<file path="src/rtl/result_drain_ctrl.sv">
// Result SRAM drain controller: reads a programmed range of result words and
// streams them out one partial sum per valid/ready beat, lane 0 first.
module result_drain_ctrl #(
    parameter int ADDRESSSIZE    = 10,
    parameter int PARTIAL_SUM_BW = 20,
    parameter int MATRIX_SIZE    = 8,
    parameter int COUNT_BW       = 10
) (
    input  logic                                  clk,
    input  logic                                  rstn,
    input  logic                                  start,
    input  logic [ADDRESSSIZE-1:0]                base_addr,
    input  logic [COUNT_BW-1:0]                   num_words,
    output logic                                  busy,
    output logic                                  done,
    output logic                                  sram_read_enable,
    output logic [ADDRESSSIZE-1:0]                sram_address,
    input  logic [PARTIAL_SUM_BW*MATRIX_SIZE-1:0] sram_data_out,
    output logic [PARTIAL_SUM_BW-1:0]             out_data,
    output logic                                  out_valid,
    input  logic                                  out_ready,
    output logic                                  out_last,
    output logic [COUNT_BW-1:0]                   out_word_idx,
    output logic [$clog2(MATRIX_SIZE)-1:0]        out_elem_idx
);

    localparam int ELEM_BW = $clog2(MATRIX_SIZE);
    localparam int WORD_BW = PARTIAL_SUM_BW * MATRIX_SIZE;
    localparam logic [ELEM_BW-1:0] LAST_LANE = ELEM_BW'(MATRIX_SIZE - 1);

    typedef enum logic [2:0] {
        S_IDLE,
        S_REQ,
        S_CAPT,
        S_SEND,
        S_DONE
    } state_t;

    state_t                 r_state;
    logic [ADDRESSSIZE-1:0] r_base;
    logic [COUNT_BW-1:0]    r_num;
    logic [COUNT_BW-1:0]    r_word_idx;
    logic [ELEM_BW-1:0]     r_elem_idx;
    logic [WORD_BW-1:0]     r_word;
    logic                   r_busy;
    logic                   r_done;
    logic                   r_rd_en;
    logic [ADDRESSSIZE-1:0] r_rd_addr;
    logic                   r_out_valid;

    logic [COUNT_BW-1:0]    w_next_word_idx;
    logic [ADDRESSSIZE-1:0] w_next_addr;
    logic                   w_lane_last;
    logic                   w_word_last;
    logic                   w_beat;

    // Word index never exceeds num_words-1, so the +1 below cannot overflow.
    assign w_next_word_idx = r_word_idx + COUNT_BW'(1);
    assign w_next_addr     = r_base + ADDRESSSIZE'(w_next_word_idx);
    assign w_lane_last     = (r_elem_idx == LAST_LANE);
    assign w_word_last     = (w_next_word_idx == r_num);
    assign w_beat          = r_out_valid && out_ready;

    always_ff @(posedge clk) begin
        if (!rstn) begin
            r_state     <= S_IDLE;
            r_base      <= '0;
            r_num       <= '0;
            r_word_idx  <= '0;
            r_elem_idx  <= '0;
            // NOTE: the word register is cleared too so out_data reads 0 after reset;
            // the SRAM itself is never touched by this reset.
            r_word      <= '0;
            r_busy      <= 1'b0;
            r_done      <= 1'b0;
            r_rd_en     <= 1'b0;
            r_rd_addr   <= '0;
            r_out_valid <= 1'b0;
        end else begin
            unique case (r_state)
                S_IDLE: begin
                    if (start) begin
                        r_base     <= base_addr;
                        r_num      <= num_words;
                        r_word_idx <= '0;
                        r_elem_idx <= '0;
                        r_busy     <= 1'b1;
                        if (num_words != '0) begin
                            r_state   <= S_REQ;
                            r_rd_en   <= 1'b1;
                            r_rd_addr <= base_addr;
                        end else begin
                            r_state <= S_DONE;
                            r_done  <= 1'b1;
                        end
                    end
                end
                S_REQ: begin
                    r_rd_en   <= 1'b0;
                    r_rd_addr <= '0;
                    r_state   <= S_CAPT;
                end
                S_CAPT: begin
                    r_word      <= sram_data_out;
                    r_elem_idx  <= '0;
                    r_out_valid <= 1'b1;
                    r_state     <= S_SEND;
                end
                S_SEND: begin
                    if (w_beat) begin
                        if (!w_lane_last) begin
                            r_elem_idx <= r_elem_idx + ELEM_BW'(1);
                        end else if (!w_word_last) begin
                            r_word_idx  <= w_next_word_idx;
                            r_out_valid <= 1'b0;
                            r_rd_en     <= 1'b1;
                            r_rd_addr   <= w_next_addr;
                            r_state     <= S_REQ;
                        end else begin
                            r_out_valid <= 1'b0;
                            r_done      <= 1'b1;
                            r_state     <= S_DONE;
                        end
                    end
                end
                S_DONE: begin
                    r_done  <= 1'b0;
                    r_busy  <= 1'b0;
                    r_state <= S_IDLE;
                end
                default: r_state <= S_IDLE;
            endcase
        end
    end

    assign busy             = r_busy;
    assign done             = r_done;
    assign sram_read_enable = r_rd_en;
    assign sram_address     = r_rd_addr;
    assign out_valid        = r_out_valid;
    assign out_data         = r_word[int'(r_elem_idx) * PARTIAL_SUM_BW +: PARTIAL_SUM_BW];
    assign out_last         = r_out_valid && w_lane_last && w_word_last;
    assign out_word_idx     = r_word_idx;
    assign out_elem_idx     = r_elem_idx;

endmodule

</file>
<file path="config.mk">
export PLATFORM = sky130hd
export DESIGN_NAME = result_drain_ctrl
export DESIGN_NICKNAME = d
export VERILOG_FILES = /design/src/rtl/result_drain_ctrl.sv
export SDC_FILE = /design/constraint.sdc
export NUM_CORES = 1
export LEC_CHECK = 0
export ABC_CLOCK_PERIOD_IN_PS = 2800
export CORE_MARGIN = 1.5
export CORE_UTILIZATION = 35
export CTS_CLUSTER_SIZE = 12
export DETAILED_ROUTE_END_ITERATION = 8
export PLACE_DENSITY_LB_ADDON = 0.15
export REMOVE_ABC_BUFFERS = 1
export SKIP_LAST_GASP = 1
export SYNTH_ARGS = -nofsm -noshare
export SYNTH_HDL_FRONTEND = slang
export SYNTH_SLANG_ARGS = --single-unit
</file>
<file path="constraint.sdc">
create_clock -name clk -period 2.8 [get_ports clk]
set_input_delay 0.56 -clock clk [delete_from_list [all_inputs] [get_ports clk]]
set_output_delay 0.56 -clock clk [all_outputs]
set_load 0.01 [all_outputs]
</file>
==> impl_metrics.yaml <==
status:
  outcome: "complete, but fails checks"
  violations: "negative setup slack"
clock_network:
  numClockSinks: 210
  cts-hold-fix-buffers: 0
  clock_latency_ps: 540
  clkTransAtPathRegs_ps: 60
  cts_tree: "done"
  clockRootBuffer: "clkbuf_16"
  numCtsBuffers: 25
  htree_levels: 1
  clock_path_buffers: 3
job:
  maxCapViolCount: 0
drt:
  drt.antenna.violating_nets: 0
  viasPerCell: 5.03
  routed_wl_um: 29400
  drtPass1Iterations: 5
  first_iter_violations: 562
  route.detailed.drc: 0
  drt-wirelength-per-cell_um: 16.3
  dr_total_vias: 9066
grt:
  antenna_found_initial: 3
  grt_pass1_vias: 8784
  grtUsageTotal_pct: 20.2
  grt_max_degree: 146
  grt_pass1_wl_um: 46300
  overflow: 0
worst_setup_path:
  max_stage_delay_ps: 390
  critPathKind: "flip-flop to output port"
  crit_path_end_kind: "output port"
  cp.arrival_ps: 2270
  reg2reg_depth: 11
  cpMaxStageDelayCell: "dfxtp_1"
  worstPathMaxFanout: 4
  r2r-end: "sram_address[8]"
  rrSetupSlack_ps: 10
  required_ps: 2240
  crit_chain: "inv_1 > nor4_4 > xnor3_1 > nand4_1 > nor4_2 > and3_1 > clkbuf_2"
  cp-start-kind: "flip-flop"
  r2r_start: "out_word_idx[1]"
floorplan:
  coreArea_mm2: 0.0270
  die_area_mm2: 0.0287
  ioPinCount: 232
  initial_core_util_pct: 35.8
  rows: 60
  fp.dieW_um: 169
  dieHeight_um: 169
timing:
  maxSlewHeadroom_pct: 56.9
  hold_viol: 0
  rsz0062_at_grt: "yes"
  worst_pin_slew_ps: 646
  setup_viol: 1
  finalWorstPathRequiredPeriod_ps: 2830
  finClkSkew_ps: 21.1
  drv_slew: 0
  timing.final.ws_setup_ps: -34.9
  period_share_pct: 101
  fmax_mhz: 353
min_path:
  hold_depth: 2
  hold_class: "flip-flop to flip-flop"
  worstHoldEndpoint: "sram_read_enable"
  min-delay-start: "sram_read_enable"
place:
  io_buffers: 231
  dp.final_hpwl_um: 19000
  post_dp_cell_area_mm2: 0.0126
  placedCellCount: 1715
  gp_congestion: 0.890
synth:
  synth_flop_cell: "dfxtp_1"
  synth_edf_count: 0
  ys_seq_area_share_pct: 43.4
  syn_area_mm2: 0.00969
  postSynthCellCount: 1176
  synth.distinct_cells: 56
  asyncSetResetFlopFracSynth_pct: 0
  synth-seq-cells: 210
  synth.avg_cell_area_um2: 8.24
  synth_warnings: 0
power_and_ir_drop:
  seqPwrFrac_pct: 40.2
  p_leak_nw: 5.15
  p_total_mw: 8.63
  power.internal_mw: 6.21
  p_sw_mw: 2.42
  power_frac_clock_pct: 38.3
  netSwitchingFraction_pct: 28.1
  power_density_mw_per_mm2: 615
  vdd_drop_max_v: 0.000377
  p_comb_share_pct: 21.5
final_layout:
  synthToLayoutAreaGrowth_pct: 44.9
  fin_area_mm2: 0.0140
  drive_gt1_share_pct: 17.7
  nets: 1640
  layout.cells.non_filler: 1804
  finish.utilization_pct: 51.9
-- placed cells by master (no fill, tap or decap), types with 4 or more instances in the layout --
cell / synthesis / routed
mux2_2: 21 / 19
clkinv_2: 0 / 4
buf_4: 2 / 76
nor3_1: 13 / 11
xnor2_1: 15 / 13
a221oi_1: 7 / 7
nand2_1: 393 / 391
dfxtp_2: 0 / 4
nand3_2: 1 / 4
clkbuf_16: 0 / 25
or2_2: 4 / 4
a21o_1: 4 / 4
clkdlybuf4s50_1: 0 / 210
inv_1: 17 / 16
mux4_2: 40 / 40
buf_12: 0 / 17
ha_1: 12 / 10
clkbuf_8: 0 / 6
nor2_1: 24 / 23
a211oi_1: 11 / 10
o21ai_0: 13 / 10
buf_2: 5 / 11
nor2b_1: 4 / 4
xor2_1: 7 / 7
clkbuf_1: 76 / 6
o211ai_1: 8 / 8
a21oi_1: 208 / 207
nor4_1: 8 / 5
clkbuf_2: 0 / 5
nand3_1: 18 / 15
nand4_1: 4 / 4
dfxtp_1: 210 / 204
-- registers in the layout (all words and copies together) (netlist names) --
| name | cells |
|---|---|
| out_elem_idx | 3 |
| r_num | 10 |
| sram_read_enable | 1 |
| busy | 1 |
| done | 1 |
| r_state | 3 |
| r_word | 160 |
| r_base | 10 |
| sram_address | 10 |
| out_word_idx | 10 |
| out_valid | 1 |
-- metal layers --
layer | track usage [%] | up-vias | wire length (um)
met3 | 4.85 | 46 | 1800
met2 | 33.3 | 227 | 13700
met4 | 5.19 | 2 | 676
met5 | 0 | - | 17
met1 | 26.5 | 4215 | 13200
li1 | - | 4576 | -
-- power groups by stage --
stage / combinational (mW) / sequential, mW / clock [mW]
floorplan: 1.02 / 3.52 / 0
global placement: 1.78 / 3.53 / 0
detailed placement: 1.80 / 3.53 / 0
CTS: 1.84 / 3.47 / 3.39
global route: 2.06 / 3.51 / 3.49
finish: 1.86 / 3.47 / 3.30
-- cells in the mapped netlist, types with 5 or more instances --
| library cell | instances | area [um2] |
|---|---|---|
| nand2_1 | 393 | 1480 |
| dfxtp_1 | 210 | 4200 |
| a21oi_1 | 208 | 1040 |
| clkbuf_1 | 76 | 285 |
| mux4_2 | 40 | 901 |
| nor2_1 | 24 | 90.1 |
| mux2_2 | 21 | 236 |
| nand3_1 | 18 | 90.1 |
| inv_1 | 17 | 63.8 |
| xnor2_1 | 15 | 131 |
| nor3_1 | 13 | 65.1 |
| o21ai_0 | 13 | 65.1 |
| ha_1 | 12 | 150 |
| a211oi_1 | 11 | 82.6 |
| nor4_1 | 8 | 50.1 |
| o211ai_1 | 8 | 60.1 |
| a221oi_1 | 7 | 61.3 |
| xor2_1 | 7 | 61.3 |
| buf_1 | 6 | 22.5 |
| buf_2 | 5 | 25.0 |
-- worst max-delay path by stage --
stage                     cells after the start         endpoint  slack, ps       startpoint
final                                         7         out_last        -30  out_word_idx[8]
after CTS                                     8         out_last       -200  out_word_idx[0]
after floorplan                               4        r_word[0]      -6280       r_state[1]
after detailed placement                     12  sram_address[8]        -80  out_word_idx[0]
after global routing                          8         out_last       -210  out_word_idx[1]
after global placement                       12  sram_address[8]        -60  out_word_idx[0]
-- critical path, delay by kind of cell (launching register included) --
kind	cells	cell delay (ps)
XOR/XNOR	1	220
flip-flops	1	390
buffers and inverters	2	250
AND/OR/NAND/NOR	4	900
-- metrics by stage --
| stage | hold WS, ps | setup WS [ps] | TNS [ps] |
|---|---|---|---|
| after CTS | 451 | -199 | -512 |
| after global placement | 440 | -55.8 | -102 |
| after global routing | 467 | -206 | -404 |
| after detailed placement | 443 | -79.6 | -229 |
| final | 449 | -34.9 | -34.9 |
| after floorplan | 433 | -6280 | -1052190 |
-- layout make-up --
type | instances | area, um2
fillers | 2618 | 13000
multi-input cells | 860 | 5230
flip-flops and latches | 210 | 4220
repair buffers | 329 | 3240
clock buffers | 37 | 731
well taps | 341 | 427
clock inverters | 8 | 109
inverters | 17 | 68.8
diodes | 2 | 5.00
-- what timing repair did --
| action | CTS | global route |
|---|---|---|
| hold endpoints to repair | 0 | 0 |
| resized for setup | 79 | 40 |
| gates cloned | 4 | 0 |
| setup endpoints to repair | 32 | 29 |
| buffers inserted | 23 | 17 |
| pin swaps | 3 | 9 |
-- cells by family after synthesis --
| family | share of synthesized area, % |
|---|---|
| buffers and inverters | 4.25 |
| AO/OA/AOI/OAI | 15.5 |
| AND/OR/NAND/NOR | 20.8 |
| multiplexers | 12.1 |
| adder cells (fa/ha/maj) | 1.76 |
| XOR/XNOR | 2.22 |
| flip-flops | 43.4 |
Note: power is estimated with default switching activity, not from simulation.
